File: config.mk
export PLATFORM = sky130hd
export DESIGN_NAME = idecode_regfile
export DESIGN_NICKNAME = d
export VERILOG_FILES = /design/src/rtl/idecode_regfile_pkg.sv /design/src/rtl/idecode_regfile_regfile32.sv /design/src/rtl/idecode_regfile.sv
export SDC_FILE = /design/constraint.sdc
export NUM_CORES = 2
export LEC_CHECK = 0
export ABC_AREA = 1
export BUFFER_PORTS_ARGS = -buffer_cell sky130_fd_sc_hd__buf_4
export CAP_MARGIN = 5
export CELL_PAD_IN_SITES_DETAIL_PLACEMENT = 1
export CELL_PAD_IN_SITES_GLOBAL_PLACEMENT = 2
export CORE_ASPECT_RATIO = 1.25
export CORE_MARGIN = 5
export CORE_UTILIZATION = 37
export CTS_CLUSTER_SIZE = 25
export DETAILED_ROUTE_END_ITERATION = 12
export GPL_TIMING_DRIVEN = 0
export PLACE_DENSITY = 0.8
export SKIP_CTS_REPAIR_TIMING = 1
export SYNTH_ARGS = -nofsm -noshare
export SYNTH_HDL_FRONTEND = slang
export SYNTH_SLANG_ARGS = --single-unit
File: constraint.sdc
create_clock -name clock -period 4 [get_ports clock]
set_input_delay 0.8 -clock clock [delete_from_list [all_inputs] [get_ports clock]]
set_output_delay 0.8 -clock clock [all_outputs]
set_load 0.02 [all_outputs]
File: src/rtl/idecode_regfile_pkg.sv
// -----------------------------------------------------------------------------
// idecode_regfile_pkg
// Shared CPU definitions for the decode stage: the I-type opcodes whose
// immediate is zero-extended and the architectural register indices that the
// register file and decode mux treat specially.
// -----------------------------------------------------------------------------
package idecode_regfile_pkg;

    localparam logic [5:0] OP_ANDI  = 6'h0C;
    localparam logic [5:0] OP_ORI   = 6'h0D;
    localparam logic [5:0] OP_XORI  = 6'h0E;
    localparam logic [5:0] OP_SLTIU = 6'h0B;

    localparam logic [4:0] REG_ZERO = 5'd0;
    localparam logic [4:0] REG_SP   = 5'd29;
    localparam logic [4:0] REG_RA   = 5'd31;

    localparam int unsigned NUM_REGS = 32;
    localparam int unsigned XLEN     = 32;

    // Logical immediates and sltiu treat the 16-bit field as unsigned.
    function automatic logic is_zero_ext_op(input logic [5:0] opcode);
        return (opcode == OP_ANDI) || (opcode == OP_ORI) ||
               (opcode == OP_XORI) || (opcode == OP_SLTIU);
    endfunction

    // Widen the 16-bit immediate field to a full operand.
    function automatic logic [XLEN-1:0] extend_imm(input logic [15:0] imm,
                                                   input logic        zero_ext);
        logic fill;
        fill = zero_ext ? 1'b0 : imm[15];
        return {{16{fill}}, imm};
    endfunction

endpackage

File: src/rtl/idecode_regfile_regfile32.sv
// -----------------------------------------------------------------------------
// regfile32
// 32 x 32-bit register file with two combinational read ports and one
// synchronous write port.
//
// Ports:
//   clock      - rising-edge clock for all state
//   reset      - synchronous active-low reset; clears every register except
//                $29, which loads RESET_SP. Wins over a simultaneous write.
//   rd_addr_1  - read port 1 address
//   rd_addr_2  - read port 2 address
//   rd_data_1  - read port 1 data (old value during a same-cycle write)
//   rd_data_2  - read port 2 data
//   wr_en      - write enable, committed on the rising edge
//   wr_addr    - write address; writes to $0 are dropped
//   wr_data    - write data
// -----------------------------------------------------------------------------
module regfile32
    import idecode_regfile_pkg::*;
#(
    parameter logic [31:0] RESET_SP = 32'h0000_7FFC
) (
    input  logic        clock,
    input  logic        reset,
    input  logic [4:0]  rd_addr_1,
    input  logic [4:0]  rd_addr_2,
    output logic [31:0] rd_data_1,
    output logic [31:0] rd_data_2,
    input  logic        wr_en,
    input  logic [4:0]  wr_addr,
    input  logic [31:0] wr_data
);

    logic [31:0] regs [NUM_REGS];

    // $0 keeps a storage slot so the array indexes cleanly with a 5-bit
    // address; it is reset to 0, never written, and masked on read anyway.
    always_ff @(posedge clock) begin
        if (!reset) begin
            for (int i = 0; i < NUM_REGS; i++) begin
                regs[i] <= (i == int'(REG_SP)) ? RESET_SP : 32'h0000_0000;
            end
        end else if (wr_en && (wr_addr != REG_ZERO)) begin
            regs[wr_addr] <= wr_data;
        end
    end

    // No write-to-read bypass: a read in the write cycle sees the old value.
    always_comb begin
        rd_data_1 = 32'h0000_0000;
        rd_data_2 = 32'h0000_0000;
        if (rd_addr_1 != REG_ZERO) begin
            rd_data_1 = regs[rd_addr_1];
        end
        if (rd_addr_2 != REG_ZERO) begin
            rd_data_2 = regs[rd_addr_2];
        end
    end

endmodule

File: src/rtl/idecode_regfile.sv
// -----------------------------------------------------------------------------
// idecode_regfile
// Instruction decode stage: register operand reads, write-back address/data
// selection and 16-bit immediate extension.
//
// Ports:
//   clock        - rising-edge clock
//   reset        - synchronous active-low reset ($29 <= RESET_SP, rest <= 0)
//   Instruction  - current instruction from fetch
//   link_addr    - PC+4 from fetch, written to $31 on Jal
//   ALU_result   - execute-stage result for write-back
//   read_data    - memory/IO load data for write-back
//   RegWrite     - write-back enable
//   RegDst       - 1: write rd (Instruction[15:11]), 0: write rt
//   MemtoReg     - 1: write read_data, 0: write ALU_result
//   Jal          - link write of link_addr to $31, overrides the above
//   Read_data_1  - rs operand (combinational)
//   Read_data_2  - rt operand (combinational)
//   Sign_extend  - extended immediate (combinational from Instruction)
// -----------------------------------------------------------------------------
module idecode_regfile
    import idecode_regfile_pkg::*;
#(
    parameter logic [31:0] RESET_SP = 32'h0000_7FFC
) (
    input  logic        clock,
    input  logic        reset,
    input  logic [31:0] Instruction,
    input  logic [31:0] link_addr,
    input  logic [31:0] ALU_result,
    input  logic [31:0] read_data,
    input  logic        RegWrite,
    input  logic        RegDst,
    input  logic        MemtoReg,
    input  logic        Jal,
    output logic [31:0] Read_data_1,
    output logic [31:0] Read_data_2,
    output logic [31:0] Sign_extend
);

    logic [5:0]  opcode;
    logic [4:0]  rs;
    logic [4:0]  rt;
    logic [4:0]  rd;
    logic [15:0] imm;

    logic        wr_en;
    logic [4:0]  wr_addr;
    logic [31:0] wr_data;

    assign opcode = Instruction[31:26];
    assign rs     = Instruction[25:21];
    assign rt     = Instruction[20:16];
    assign rd     = Instruction[15:11];
    assign imm    = Instruction[15:0];

    // Jal forces the link write regardless of RegWrite/RegDst/MemtoReg.
    // Gating with reset keeps the enable low in a reset cycle; the register
    // file also gives reset priority, so this is belt and braces.
    always_comb begin
        wr_en   = (RegWrite | Jal) & reset;
        wr_addr = rt;
        wr_data = ALU_result;
        if (Jal) begin
            wr_addr = REG_RA;
            wr_data = link_addr;
        end else begin
            if (RegDst) begin
                wr_addr = rd;
            end
            if (MemtoReg) begin
                wr_data = read_data;
            end
        end
    end

    assign Sign_extend = extend_imm(imm, is_zero_ext_op(opcode));

    regfile32 #(
        .RESET_SP (RESET_SP)
    ) u_regfile32 (
        .clock     (clock),
        .reset     (reset),
        .rd_addr_1 (rs),
        .rd_addr_2 (rt),
        .rd_data_1 (Read_data_1),
        .rd_data_2 (Read_data_2),
        .wr_en     (wr_en),
        .wr_addr   (wr_addr),
        .wr_data   (wr_data)
    );

endmodule
==> summary.md <==
For the peak supply drop, the log shows 382 uV. The iteration count of the initial detailed-routing pass is 9. The tools report the capturing element type of the critical path as an output pin.

Register name with the most flops: u_regfile32.regs. The initial antenna violation count is 61. After synthesis, the mean cell area works out to 7.73 um2. The worst-margin pin slew is 1.66 ns.

Along the worst path, the maximum fanout reaches 10. The largest net degree at the start of global routing was 28. By area the synthesized netlist is led by sky130_fd_sc_hd__edfxtp_1 54%, sky130_fd_sc_hd__nand2_1 14%, sky130_fd_sc_hd__nor2_1 12%. The power density over the cells came out at 440 nW/um2.

For this run, the top clock speed supported by timing is 233 MHz. Detailed placement ended at an HPWL of 290 mm. Summed over all cells, the static leakage comes to 28.5 nW.

The launching element type of the critical path is an input pin. The clock slew at the register clock pins of the worst setup and hold paths was 0.06 ns; the number of top-level design ports was 230. The tools report the layout filler cell count as 18.7k. The count of different cell masters after synthesis is 25, and the total number of vias is 63.2k.

The largest total area in the synthesized netlist belongs to sky130_fd_sc_hd__edfxtp_1. The relative slew slack came out at -0.120. Area taken by flip-flops and latches: 30700 um2. The area enclosed by the die boundary came out at 162000 um2. Setup violations remaining at the end of the flow were counted as 274. Counting every instance in the synthesized netlist gives 7394. Setup repair after global routing could not meet its margin everywhere. The path with the worst hold slack has its endpoint at u_regfile32.regs[6][25]. The critical path is of the input pin to output pin type. The switching share of total power was 0.335. The count of nets left with antenna violations once routing finished came out at 0. Relative to the synthesized area, the layout overhead comes to 18.9%. During placement, the flow inserted port buffers numbering 208. The count of synthesis-stage warnings from yosys came out at 0.

The post-detailed-route via-to-cell ratio came out at 6.33. For the met1 layer usage reported by global route, the log shows 0.554. In the final layout, the registers with the most flip-flops are u_regfile32.regs (1024).

The worst hold slack is 0.444 ns. TritonCTS built the clock tree. Internal power comes to 19.9 mW. After synthesis the cells add up to 57100 um2.

The register bit count reported by yosys works out to 1024. In this run the core area contains 161 standard-cell rows. Most heavily used metal layer in global routing: met2. The detailed router finished its first iteration with 9876 violations. The ratio of final minimum period to clock period is 1.08, and the global-route track usage on met3 is 0.179. The initial cell density of the core was 0.371. The run gives 26 as the final number of max-transition violations.

The number of flip-flops in the largest register is 1024. The worst slack after detailed placement was -2.15 ns; the die width was 362 um. For the sum of negative setup slack, the log shows -21.72 ns.

Sum of routed wire length over all layers: 397 mm. After detailed routing, the number of remaining DRC violations is 0. The startpoint identified for the worst hold timing path is link_addr[25]. The run finished, with violations left. The fraction of power consumed by combinational cells is 0.200. Buffers inserted during clock tree synthesis total 116. The clock tree synthesis step divided the H-tree into 3 levels. The run gives 7954 as the number of nets in the final layout. The run gives 0.470 as the overall track demand over capacity in global routing. The first global-routing pass estimated 514 mm of wire.

The sequential group share of total power is 0.429. The final instance area is 68000 um2, and the number of stages on the worst hold path is 3. The minimum clock period after layout was 4.30 ns; the portion of total power attributed to the clock network was 0.371. The global-route met2 utilization was 0.686; the area share of the largest cell type after synthesis was 0.538. The path class of the tightest hold or removal check is input pin to flop.

For the global placement routability congestion, the log shows 1.05. The tools report the core region area as 154000 um2. The number of hold-slack violations in the final timing report came out at 0. The run gives 59.8k as the number of global-route vias before repair.

The logs give 3 for the clock tree buffer depth and 0 for the leftover overflow at the end of global routing. The post-synthesis sequential area ratio is 0.538, and the worst endpoint data arrival time is 3.50 ns. The critical path required time is 3.20 ns.

The logs give 23600 um2 for the area occupied by multi-input gates and 4 for the max-capacitance violation count. The wire length per cell came out at 39.8 um. The final reports fail on max-capacitance violations, max-slew violations, negative setup slack.

The share of final-layout standard cells stronger than drive strength 1 was 0.130; the power dissipated by switching net loads was 10.0 mW. The tree is rooted in a sky130_fd_sc_hd__clkbuf_16. The TritonCTS sink count was 1024; the die outline height was 449 um.

In this run the cell area measured after placement is 62500 um2. The setup slack after layout came out at -0.300 ns.
[power groups by stage]
stage	Clock, mW	Sequential (mW)	Combinational [mW]
finish	11.1	12.8	5.96
CTS	10.9	12.8	5.40
floorplan	0	12.9	2.45
detailed placement	0	13.0	5.38
global placement	0	13.0	5.19
global route	11.4	12.9	5.96
[stage by stage]
| stage | utilization | power [mW] | instances |
|---|---|---|---|
| after CTS | 0.430 | 29.1 | 9936 |
| after detailed placement | 0.406 | 18.4 | 9721 |
| after global routing | 0.441 | 30.2 | 9956 |
| after floorplan | - | 15.4 | 7425 |
| final | 0.442 | 29.9 | 9979 |
| after global placement | 0.399 | 18.2 | 9670 |
[routing by layer]
metal / routed length, um / vias up / part of all wire
met5: 534 / - / 0.0013
met4: 37900 / 52 / 0.096
met3: 53500 / 1592 / 0.13
met2: 167000 / 4925 / 0.42
met1: 138000 / 31425 / 0.35
li1: - / 25175 / -
[how the worst max path moves through the flow]
stage | slack (ns) | end | depth (start not counted) | from
floorplan | 0.95 | u_regfile32.regs[17][0] | 9 | RegDst
detailed placement | -2.15 | Read_data_2[12] | 9 | Instruction[18]
finish | -0.30 | Read_data_2[16] | 9 | Instruction[19]
global placement | -2.91 | u_regfile32.regs[1][8] | 7 | reset
CTS | -2.17 | Read_data_2[12] | 9 | Instruction[18]
global route | -0.13 | Read_data_2[11] | 9 | Instruction[19]
[cell families (layout without fill, tap and decap cells)]
kind of cell / Yosys count / in the layout / synth area share
flops: 1024 / 1024 / 0.538
compound gates: 618 / 618 / 0.0548
simple gates: 4960 / 4960 / 0.350
buf+inv: 791 / 1283 / 0.0574
other cells: 1 / 57 / 0.0000656
[cell usage in the layout, fill, tap and decap left out, types with 27 or more instances in the layout]
cell type	instances
sky130_fd_sc_hd__a21oi_1	130
sky130_fd_sc_hd__buf_12	35
sky130_fd_sc_hd__buf_2	81
sky130_fd_sc_hd__buf_4	298
sky130_fd_sc_hd__buf_6	48
sky130_fd_sc_hd__buf_8	27
sky130_fd_sc_hd__clkbuf_1	214
sky130_fd_sc_hd__clkbuf_16	117
sky130_fd_sc_hd__clkbuf_2	135
sky130_fd_sc_hd__clkbuf_4	110
sky130_fd_sc_hd__clkinv_1	28
sky130_fd_sc_hd__conb_1	32
sky130_fd_sc_hd__edfxtp_1	1024
sky130_fd_sc_hd__inv_1	105
sky130_fd_sc_hd__nand2_1	2118
sky130_fd_sc_hd__nand2_2	39
sky130_fd_sc_hd__nand3_1	998
sky130_fd_sc_hd__nor2_1	1710
sky130_fd_sc_hd__nor2_2	37
sky130_fd_sc_hd__o21ai_0	456
[critical path: stages]
cell,delay (ns)
sky130_fd_sc_hd__buf_4,0.19
sky130_fd_sc_hd__clkbuf_2,0.52
sky130_fd_sc_hd__clkbuf_1,0.62
sky130_fd_sc_hd__buf_8,0.28
sky130_fd_sc_hd__nand3_1,0.24
sky130_fd_sc_hd__nand2_1,0.16
sky130_fd_sc_hd__nand2_1,0.08
sky130_fd_sc_hd__nor2_2,0.36
sky130_fd_sc_hd__buf_4,0.23
[Yosys cell counts]
master	count
sky130_fd_sc_hd__conb_1	1
sky130_fd_sc_hd__nand4_1	2
sky130_fd_sc_hd__nand3_2	1
sky130_fd_sc_hd__o21ai_0	458
sky130_fd_sc_hd__nor3b_1	1
sky130_fd_sc_hd__o21ai_1	9
sky130_fd_sc_hd__o22ai_1	5
sky130_fd_sc_hd__clkinv_1	1
sky130_fd_sc_hd__nor2_4	2
sky130_fd_sc_hd__nand3_1	1003
sky130_fd_sc_hd__nor2_2	5
sky130_fd_sc_hd__nor2_1	1763
sky130_fd_sc_hd__nand2_1	2159
sky130_fd_sc_hd__clkbuf_1	431
sky130_fd_sc_hd__buf_4	32
sky130_fd_sc_hd__a21oi_1	132
sky130_fd_sc_hd__o211ai_1	14
sky130_fd_sc_hd__buf_2	151
sky130_fd_sc_hd__inv_2	10
sky130_fd_sc_hd__inv_1	109
sky130_fd_sc_hd__nor3_2	2
sky130_fd_sc_hd__edfxtp_1	1024
sky130_fd_sc_hd__nor3_1	2
sky130_fd_sc_hd__and3_1	20
sky130_fd_sc_hd__buf_1	57
[cell type report]
type | count | share of cell area
clock buffer | 141 | 0.0444
tap | 2037 | 0.0375
antenna | 25 | 0.000921
inverter | 120 | 0.00689
clock inverter | 74 | 0.00963
multi-input combinational | 5610 | 0.348
buffer | 670 | 0.0586
sequential | 1024 | 0.453
timing repair buffer | 278 | 0.0415
Power figures use the tool's default switching activity.
